<file path="src/rtl/stopwatch_timer_if.sv">
// stopwatch_timer_if
// Groups the control, preset, count and lap signals of the stopwatch/timer.
//   master : drives en/pause/clear/dir/load/load_*/lap, observes the outputs
//   slave  : the stopwatch_timer block itself
// W must match the W of the stopwatch_timer instance it connects to.
interface stopwatch_timer_if #(
  parameter int W = 6
);
  logic         en;
  logic         pause;
  logic         clear;
  logic         dir;
  logic         load;
  logic [W-1:0] load_h;
  logic [W-1:0] load_m;
  logic [W-1:0] load_s;
  logic         lap;
  logic [W-1:0] outh;
  logic [W-1:0] outm;
  logic [W-1:0] outs;
  logic [W-1:0] laph;
  logic [W-1:0] lapm;
  logic [W-1:0] laps;
  logic         lap_valid;
  logic         wrap;
  logic         expired;

  modport master (
    output en, pause, clear, dir, load, load_h, load_m, load_s, lap,
    input  outh, outm, outs, laph, lapm, laps, lap_valid, wrap, expired
  );

  modport slave (
    input  en, pause, clear, dir, load, load_h, load_m, load_s, lap,
    output outh, outm, outs, laph, lapm, laps, lap_valid, wrap, expired
  );
endinterface

</file>
<file path="src/rtl/stopwatch_timer.sv">
// stopwatch_timer
// Hours/minutes/seconds stopwatch and count-down timer on the 1 Hz time base.
// Ports:
//   clk_1hz : time-base clock, one count step per rising edge
//   rst     : asynchronous active-low reset
//   bus     : stopwatch_timer_if.slave -- controls (en, pause, clear, dir,
//             load, load_h/m/s, lap) in; count (outh/m/s), lap (laph/m/s,
//             lap_valid) and pulses (wrap, expired) out. All outputs are
//             registered.
module stopwatch_timer #(
  parameter int W       = 6,
  parameter int SEC_MOD = 60,
  parameter int MIN_MOD = 60,
  parameter int HR_MOD  = 24
) (
  input  logic               clk_1hz,
  input  logic               rst,
  stopwatch_timer_if.slave   bus
);

  localparam int           WP1     = W + 1;
  // Moduli held one bit wider so a modulus of 2^W is representable.
  localparam logic [W:0]   SEC_M   = WP1'(SEC_MOD);
  localparam logic [W:0]   MIN_M   = WP1'(MIN_MOD);
  localparam logic [W:0]   HR_M    = WP1'(HR_MOD);
  localparam logic [W-1:0] SEC_MAX = W'(SEC_MOD - 1);
  localparam logic [W-1:0] MIN_MAX = W'(MIN_MOD - 1);
  localparam logic [W-1:0] HR_MAX  = W'(HR_MOD - 1);
  localparam logic [W-1:0] ZERO    = {W{1'b0}};
  localparam logic [W-1:0] ONE     = W'(1);

  // Clamp a preset to modulus-1 when it is at or above the modulus.
  function automatic logic [W-1:0] sat(input logic [W-1:0] v,
                                       input logic [W:0]   modv,
                                       input logic [W-1:0] maxv);
    if ({1'b0, v} >= modv) begin
      return maxv;
    end else begin
      return v;
    end
  endfunction

  logic [W-1:0] h_q, m_q, s_q, h_d, m_d, s_d;
  logic [W-1:0] lh_q, lm_q, ls_q, lh_d, lm_d, ls_d;
  logic         lapv_q, lapv_d;
  logic         wrap_q, wrap_d;
  logic         exp_q, exp_d;
  logic         at_zero_s;

  assign at_zero_s = (h_q == ZERO) && (m_q == ZERO) && (s_q == ZERO);

  // Next-state: clear > load > count, with lap capture beside load/count.
  always_comb begin
    h_d    = h_q;
    m_d    = m_q;
    s_d    = s_q;
    lh_d   = lh_q;
    lm_d   = lm_q;
    ls_d   = ls_q;
    lapv_d = lapv_q;
    wrap_d = 1'b0;
    exp_d  = 1'b0;
    if (!bus.en) begin
      h_d = h_q;
    end else if (bus.clear) begin
      h_d    = ZERO;
      m_d    = ZERO;
      s_d    = ZERO;
      lh_d   = ZERO;
      lm_d   = ZERO;
      ls_d   = ZERO;
      lapv_d = 1'b0;
    end else begin
      // Lap samples the pre-edge count, so a same-edge load is not seen.
      if (bus.lap) begin
        lh_d   = h_q;
        lm_d   = m_q;
        ls_d   = s_q;
        lapv_d = 1'b1;
      end else begin
        lapv_d = lapv_q;
      end

      if (bus.load) begin
        h_d = sat(bus.load_h, HR_M, HR_MAX);
        m_d = sat(bus.load_m, MIN_M, MIN_MAX);
        s_d = sat(bus.load_s, SEC_M, SEC_MAX);
      end else if (bus.pause) begin
        h_d = h_q;
      end else if (!bus.dir) begin
        if (s_q == SEC_MAX) begin
          s_d = ZERO;
          if (m_q == MIN_MAX) begin
            m_d = ZERO;
            if (h_q == HR_MAX) begin
              h_d    = ZERO;
              wrap_d = 1'b1;
            end else begin
              h_d = h_q + ONE;
            end
          end else begin
            m_d = m_q + ONE;
          end
        end else begin
          s_d = s_q + ONE;
        end
      end else if (at_zero_s) begin
        // Timer parks at 0:0:0 with no further pulse.
        h_d = h_q;
      end else begin
        // Not all-zero here, so a borrow out of minutes always finds h_q > 0.
        if (s_q != ZERO) begin
          s_d = s_q - ONE;
        end else begin
          s_d = SEC_MAX;
          if (m_q != ZERO) begin
            m_d = m_q - ONE;
          end else begin
            m_d = MIN_MAX;
            h_d = h_q - ONE;
          end
        end
        exp_d = (h_q == ZERO) && (m_q == ZERO) && (s_q == ONE);
      end
    end
  end

  // State and output registers.
  always_ff @(posedge clk_1hz or negedge rst) begin
    if (!rst) begin
      h_q    <= ZERO;
      m_q    <= ZERO;
      s_q    <= ZERO;
      lh_q   <= ZERO;
      lm_q   <= ZERO;
      ls_q   <= ZERO;
      lapv_q <= 1'b0;
      wrap_q <= 1'b0;
      exp_q  <= 1'b0;
    end else begin
      h_q    <= h_d;
      m_q    <= m_d;
      s_q    <= s_d;
      lh_q   <= lh_d;
      lm_q   <= lm_d;
      ls_q   <= ls_d;
      lapv_q <= lapv_d;
      wrap_q <= wrap_d;
      exp_q  <= exp_d;
    end
  end

  assign bus.outh      = h_q;
  assign bus.outm      = m_q;
  assign bus.outs      = s_q;
  assign bus.laph      = lh_q;
  assign bus.lapm      = lm_q;
  assign bus.laps      = ls_q;
  assign bus.lap_valid = lapv_q;
  assign bus.wrap      = wrap_q;
  assign bus.expired   = exp_q;

endmodule

</file>
<file path="src/flat_wrapper.sv">
// flat-port wrapper written by rule: the top's interface ports become plain ports
module stopwatch_timer_flat 
#(
  parameter int W       = 6,
  parameter int SEC_MOD = 60,
  parameter int MIN_MOD = 60,
  parameter int HR_MOD  = 24
)
  (clk_1hz, rst, bus_en, bus_pause, bus_clear, bus_dir, bus_load, bus_load_h, bus_load_m, bus_load_s, bus_lap, bus_outh, bus_outm, bus_outs, bus_laph, bus_lapm, bus_laps, bus_lap_valid, bus_wrap, bus_expired);
  stopwatch_timer_if #(.W(W)) bus_i ();
  input  logic clk_1hz;
  input  logic rst;
  input wire logic [$bits(bus_i.en)-1:0] bus_en;
  input wire logic [$bits(bus_i.pause)-1:0] bus_pause;
  input wire logic [$bits(bus_i.clear)-1:0] bus_clear;
  input wire logic [$bits(bus_i.dir)-1:0] bus_dir;
  input wire logic [$bits(bus_i.load)-1:0] bus_load;
  input wire logic [$bits(bus_i.load_h)-1:0] bus_load_h;
  input wire logic [$bits(bus_i.load_m)-1:0] bus_load_m;
  input wire logic [$bits(bus_i.load_s)-1:0] bus_load_s;
  input wire logic [$bits(bus_i.lap)-1:0] bus_lap;
  output wire logic [$bits(bus_i.outh)-1:0] bus_outh;
  output wire logic [$bits(bus_i.outm)-1:0] bus_outm;
  output wire logic [$bits(bus_i.outs)-1:0] bus_outs;
  output wire logic [$bits(bus_i.laph)-1:0] bus_laph;
  output wire logic [$bits(bus_i.lapm)-1:0] bus_lapm;
  output wire logic [$bits(bus_i.laps)-1:0] bus_laps;
  output wire logic [$bits(bus_i.lap_valid)-1:0] bus_lap_valid;
  output wire logic [$bits(bus_i.wrap)-1:0] bus_wrap;
  output wire logic [$bits(bus_i.expired)-1:0] bus_expired;
  assign bus_i.en = bus_en;
  assign bus_i.pause = bus_pause;
  assign bus_i.clear = bus_clear;
  assign bus_i.dir = bus_dir;
  assign bus_i.load = bus_load;
  assign bus_i.load_h = bus_load_h;
  assign bus_i.load_m = bus_load_m;
  assign bus_i.load_s = bus_load_s;
  assign bus_i.lap = bus_lap;
  assign bus_outh = bus_i.outh;
  assign bus_outm = bus_i.outm;
  assign bus_outs = bus_i.outs;
  assign bus_laph = bus_i.laph;
  assign bus_lapm = bus_i.lapm;
  assign bus_laps = bus_i.laps;
  assign bus_lap_valid = bus_i.lap_valid;
  assign bus_wrap = bus_i.wrap;
  assign bus_expired = bus_i.expired;
  stopwatch_timer #(.W(W), .SEC_MOD(SEC_MOD), .MIN_MOD(MIN_MOD), .HR_MOD(HR_MOD)) u_core (.clk_1hz(clk_1hz), .rst(rst), .bus(bus_i));
endmodule
</file>
<file path="config.mk">
export PLATFORM = sky130hd
export DESIGN_NAME = stopwatch_timer_flat
export DESIGN_NICKNAME = d
export VERILOG_FILES = /design/src/rtl/stopwatch_timer_if.sv /design/src/rtl/stopwatch_timer.sv /design/src/flat_wrapper.sv
export SDC_FILE = /design/constraint.sdc
export NUM_CORES = 1
export LEC_CHECK = 0
export CORE_UTILIZATION = 50
export DETAILED_ROUTE_END_ITERATION = 6
export PLACE_DENSITY = 0.77
export RECOVER_POWER = 100
export SETUP_SLACK_MARGIN = 0.2
export SYNTH_ARGS = -nofsm -noshare
export SYNTH_HDL_FRONTEND = slang
export SYNTH_SLANG_ARGS = --single-unit
export TNS_END_PERCENT = 20
</file>
<file path="constraint.sdc">
create_clock -name clk_1hz -period 2.75 [get_ports clk_1hz]
set_clock_uncertainty 0.15 [all_clocks]
set_input_delay 0.275 -clock clk_1hz [delete_from_list [all_inputs] [get_ports clk_1hz]]
set_output_delay 0.275 -clock clk_1hz [all_outputs]
set_load 0.05 [all_outputs]
</file>
==> results by stage <==
Run status:
- The run finished with clean final reports.

Synth:
- The leading register cell type out of synthesis is dfrtp_1.
- The number of enable flip-flop cells after synthesis is 0.
- Of the post-synthesis cell area, the dominant cell type holds between 30% and 40%.
- The number of instances in the synthesized netlist is between 300 and 400.
- The share of the yosys chip area belonging to registers is a little over a third.
- The biggest area contributor in the post-synthesis netlist is dfrtp_1.
- After synthesis, the most frequently instantiated cells are 45 x nand2_1, 39 x dfrtp_1, 23 x o21ai_0.
- The cell with the most instances after synthesis is nand2_1.
- Synthesis instantiated 64 different standard cells from the library.
- Averaged over all synthesized cells, the footprint is around 8.5 sq um.
- The synthesis warning total is 0.
- Counting every net in the synthesized netlist gives approximately 350.
- The synthesized cell area is approximately 0.0027 sq mm.
- Yosys attributes the largest share of cell area to dfrtp_1 36%, nand2_1 6.3%, ha_1 4.6%.
- The share of flip-flops with an asynchronous set or reset is 100.0%.
- The synthesized design contains 39 register bits.

Global route:
- The wire length of the first global-routing pass is roughly 13,000 um.
- The routing usage on met3 is ~5.7%.
- The global-route usage over all layers is between 20% and 30%.
- The total congestion overflow is 0.
- The pin count of the biggest net entering global routing is 40.
- The number of global-route vias before repair is approximately 2,500.
- The highest-utilization routing layer at the global route stage is met2.
- The number of antenna violations at the first check in global routing came to 0.
- In the global route stage, met1 resource usage came out at around two fifths.
- The met2 layer usage reported by global route is about half.

Clocking:
- The total number of clock tree sinks is 39.
- The number of levels in the clock H-tree is 2.
- No sink is reached through more buffers than the 2 on the longest clock path.
- Counting the buffers created by CTS gives 5.
- The clock transition at the registers of the reported paths is 80 ps.
- TritonCTS built the clock tree.
- CTS placed an instance of clkbuf_8 at the clock tree root.
- The later-pin clock latency in the skew report is 300 ps.
- The number of setup buffers added after CTS is 0.

Route:
- The iteration count of the initial detailed-routing pass is 5.
- Wires add up to between 8000 and 9000 um.
- The first routing iteration left roughly 180 violations.
- Detailed routing inserted a total of around 2,800 vias.
- The detail route stage leaves a number of antenna-violating nets equal to 0.
- After detailed routing, the number of vias per cell comes to approximately 6.2.
- Dividing the detail-routed wire length by the instance count gives roughly 18 um.
- The number of DRC violations after detailed routing is 0.

Power and ir drop:
- For this design the ratio of total power to cell area is 710.0 mW/mm^2.
- The worst-case IR drop observed on VDD is ~0.42 mV.
- The static power due to leakage is around 1.5 nW.

Timing:
- Derived from the worst setup path, the maximum achievable clock frequency is 392.1 MHz.
- Summed over all failing endpoints, the final setup total negative slack is 0 ps.
- The number of endpoints failing setup at the final stage is 0.
- The number of endpoints with negative hold slack in the final report is 0.
- The worst slew slack as a fraction of its limit is 35.22%.
- The transition time at the pin with the least slew margin is slightly below 1000 ps.
- The max-slew violation count is 0.
- The time the final worst path needs with I/O delays and setup is 2551 ps.
- Setup repair after global routing could not meet its margin everywhere.
- The share of the cycle needed by the critical path after routing is between 90 and 100%.

Setup path:
- The delay of the slowest cell on the worst path is around 470 ps.
- The critical path's slowest cell is dfrtp_1.
- Of all nets on the critical path, the largest fanout is 7.
- Data arrives at the worst endpoint at approximately 2600 ps.
- Data on the critical path is required at its endpoint by 2790 ps.
- STA classifies the critical path startpoint as a register.
- The startpoint-to-endpoint class of the critical path is reg2reg.
- STA classifies the critical path endpoint as a register.
- The critical path goes through inv_1 -> ha_1 -> nor3b_2 -> nand4_1 -> a22oi_1 -> or2_1 -> mux2_4.

Die:
- The die covers 0.005698 sq mm.
- The number of top-level pins is 65.
- For this configuration, the core starts out at a cell density of ~53%.
- The overall die height is 75.49 um.
- The die boundary width is 75.49 um.
- The floorplan row count is 26.
- The core region is roughly 0.0051 sq mm.

Placement:
- The post-place instance area is 0.003425 sq mm.
- Port buffering added 64 buffers.
- The congestion estimate from routability-driven global placement came to ~0.94.
- Summed over all nets, the half-perimeter wirelength after detailed placement is ~6000 um.

Layout:
- The antenna diode count is 0.
- Summing all non-filler instances in the final layout gives an area of approximately 0.0035 sq mm.
- The post-route netlist has around a tenth of its cells at a drive strength greater than 1.
- For this run, the post-layout net count is 417.
- Fill cells in the final layout number 454.
- The area growth from synthesis to layout is 31.14%.

Flow run:
- Max-cap violations in this run came to 0.

Hold path:
- In this run the worst hold path is classified as reg2reg.
[metrics by stage]
stage	util (%)	total power, W	worst slack (ps)	hold slack (ps)	cells
CTS	69.11	0.002547	263.1	332.7	452
global placement	66.63	0.002035	299.5	273.2	443
floorplan	-	0.001630	219.0	-170.6	318
detailed placement	66.63	0.002044	251.7	279.0	443
finish	68.89	0.002514	199.4	319.9	452
global route	68.89	0.002629	96.76	352.4	452
[per-layer routing]
metal	share of wire, %	routed length [um]	vias to the layer above
met4	2.2	176	0
met2	46	3743	172
li1	-	-	1292
met5	0	0	-
met3	9.4	758	26
met1	42	3409	1319
[worst max-delay path: cells and delay by family (launching register included)]
kind | cells | cell delay, ps
and+or+nand+nor | 3 | 870
adders and majority gates | 1 | 160
buffers and inverters | 1 | 180
DFF | 1 | 470
AOI/OAI and AO/OA | 1 | 270
muxes | 1 | 330
[kinds of logic (layout without fill, tap and decap cells)]
| kind of cell | count (synthesis) | in the layout | synth area share (%) |
|---|---|---|---|
| compound gates | 101 | 101 | 26.55 |
| xor+xnor | 7 | 7 | 2.271 |
| buf+inv | 42 | 106 | 6.812 |
| flops | 39 | 39 | 36.14 |
| fa+ha+maj | 10 | 10 | 4.634 |
| mux | 4 | 4 | 2.039 |
| simple gates | 115 | 115 | 21.55 |
[registers in the layout (all words and copies together), names as in the netlist]
register and flops:
u_core.bus.expired 1, u_core.bus.lap_valid 1, u_core.bus.laph 6, u_core.bus.lapm 6, u_core.bus.laps 6, u_core.bus.outh 6
u_core.bus.outm 6, u_core.bus.outs 6, u_core.bus.wrap 1
[worst paths after layout]
kind	slack, ps	endpoint	from	cells after the start
min in group asynchronous	520	u_core.bus.lapm[3]$_DFFE_PN0P_	rst	2
max in group asynchronous	1270	u_core.bus.outs[0]$_DFFE_PN0P_	rst	2
hold / removal	320	u_core.bus.lapm[3]$_DFFE_PN0P_	u_core.bus.lapm[3]$_DFFE_PN0P_	2
setup / recovery	200	u_core.bus.outh[0]$_DFFE_PN0P_	u_core.bus.outm[0]$_DFFE_PN0P_	7
setup reg to reg	200	u_core.bus.outh[0]$_DFFE_PN0P_	u_core.bus.outm[0]$_DFFE_PN0P_	7
hold reg to reg	320	u_core.bus.lapm[3]$_DFFE_PN0P_	u_core.bus.lapm[3]$_DFFE_PN0P_	2
[timing repair]
action | in CTS | in global routing
hold buffers | 1 | 0
setup endpoints to repair | 0 | 5
hold endpoints to repair | 39 | 0
gates resized for setup | 0 | 1
[report_power, final]
group	internal (W)	switching, W	leakage (nW)
Sequential	0.000670	0.000145	0.508
Combinational	0.000418	0.000779	0.953
Clock	0.000294	0.000209	0.0612
[cell type report]
cell class                      instances  area, sq um  area share, %
Multi-Input combinational cell        237         1535          43.36
Sequential cell                        39        977.2          27.60
Timing Repair Buffer                   80        755.7          21.34
Tap cell                               70        87.58          2.473
Clock buffer                            6        82.58          2.332
Inverter                               18        67.56          1.908
Clock inverter                          2        35.03         0.9894
[cells in the final DEF, fill, tap and decap left out, types with 3 or more instances in the layout]
cell type        netlist  final
a211oi_1               5      5
a21oi_1               12     12
a31oi_1                6      6
buf_4                  1     14
clkbuf_8               0      6
clkdlybuf4s50_1        0     23
dfrtp_1               39     38
dlygate4sd3_1          0     41
ha_1                  10     10
inv_1                 17     17
mux2_4                 3      3
nand2_1               45     45
nand3_1               12     12
nand4_1                6      6
nor2_1                17     17
nor2b_1                6      6
nor3_1                 9      9
o21ai_0               23     25
o221ai_1               3      3
o22ai_1                3      3
o31ai_1               16     16
o41ai_1                4      4
or3_1                  3      3
xnor2_1                4      4
xor2_1                 3      3
Power figures use the tool's default switching activity.
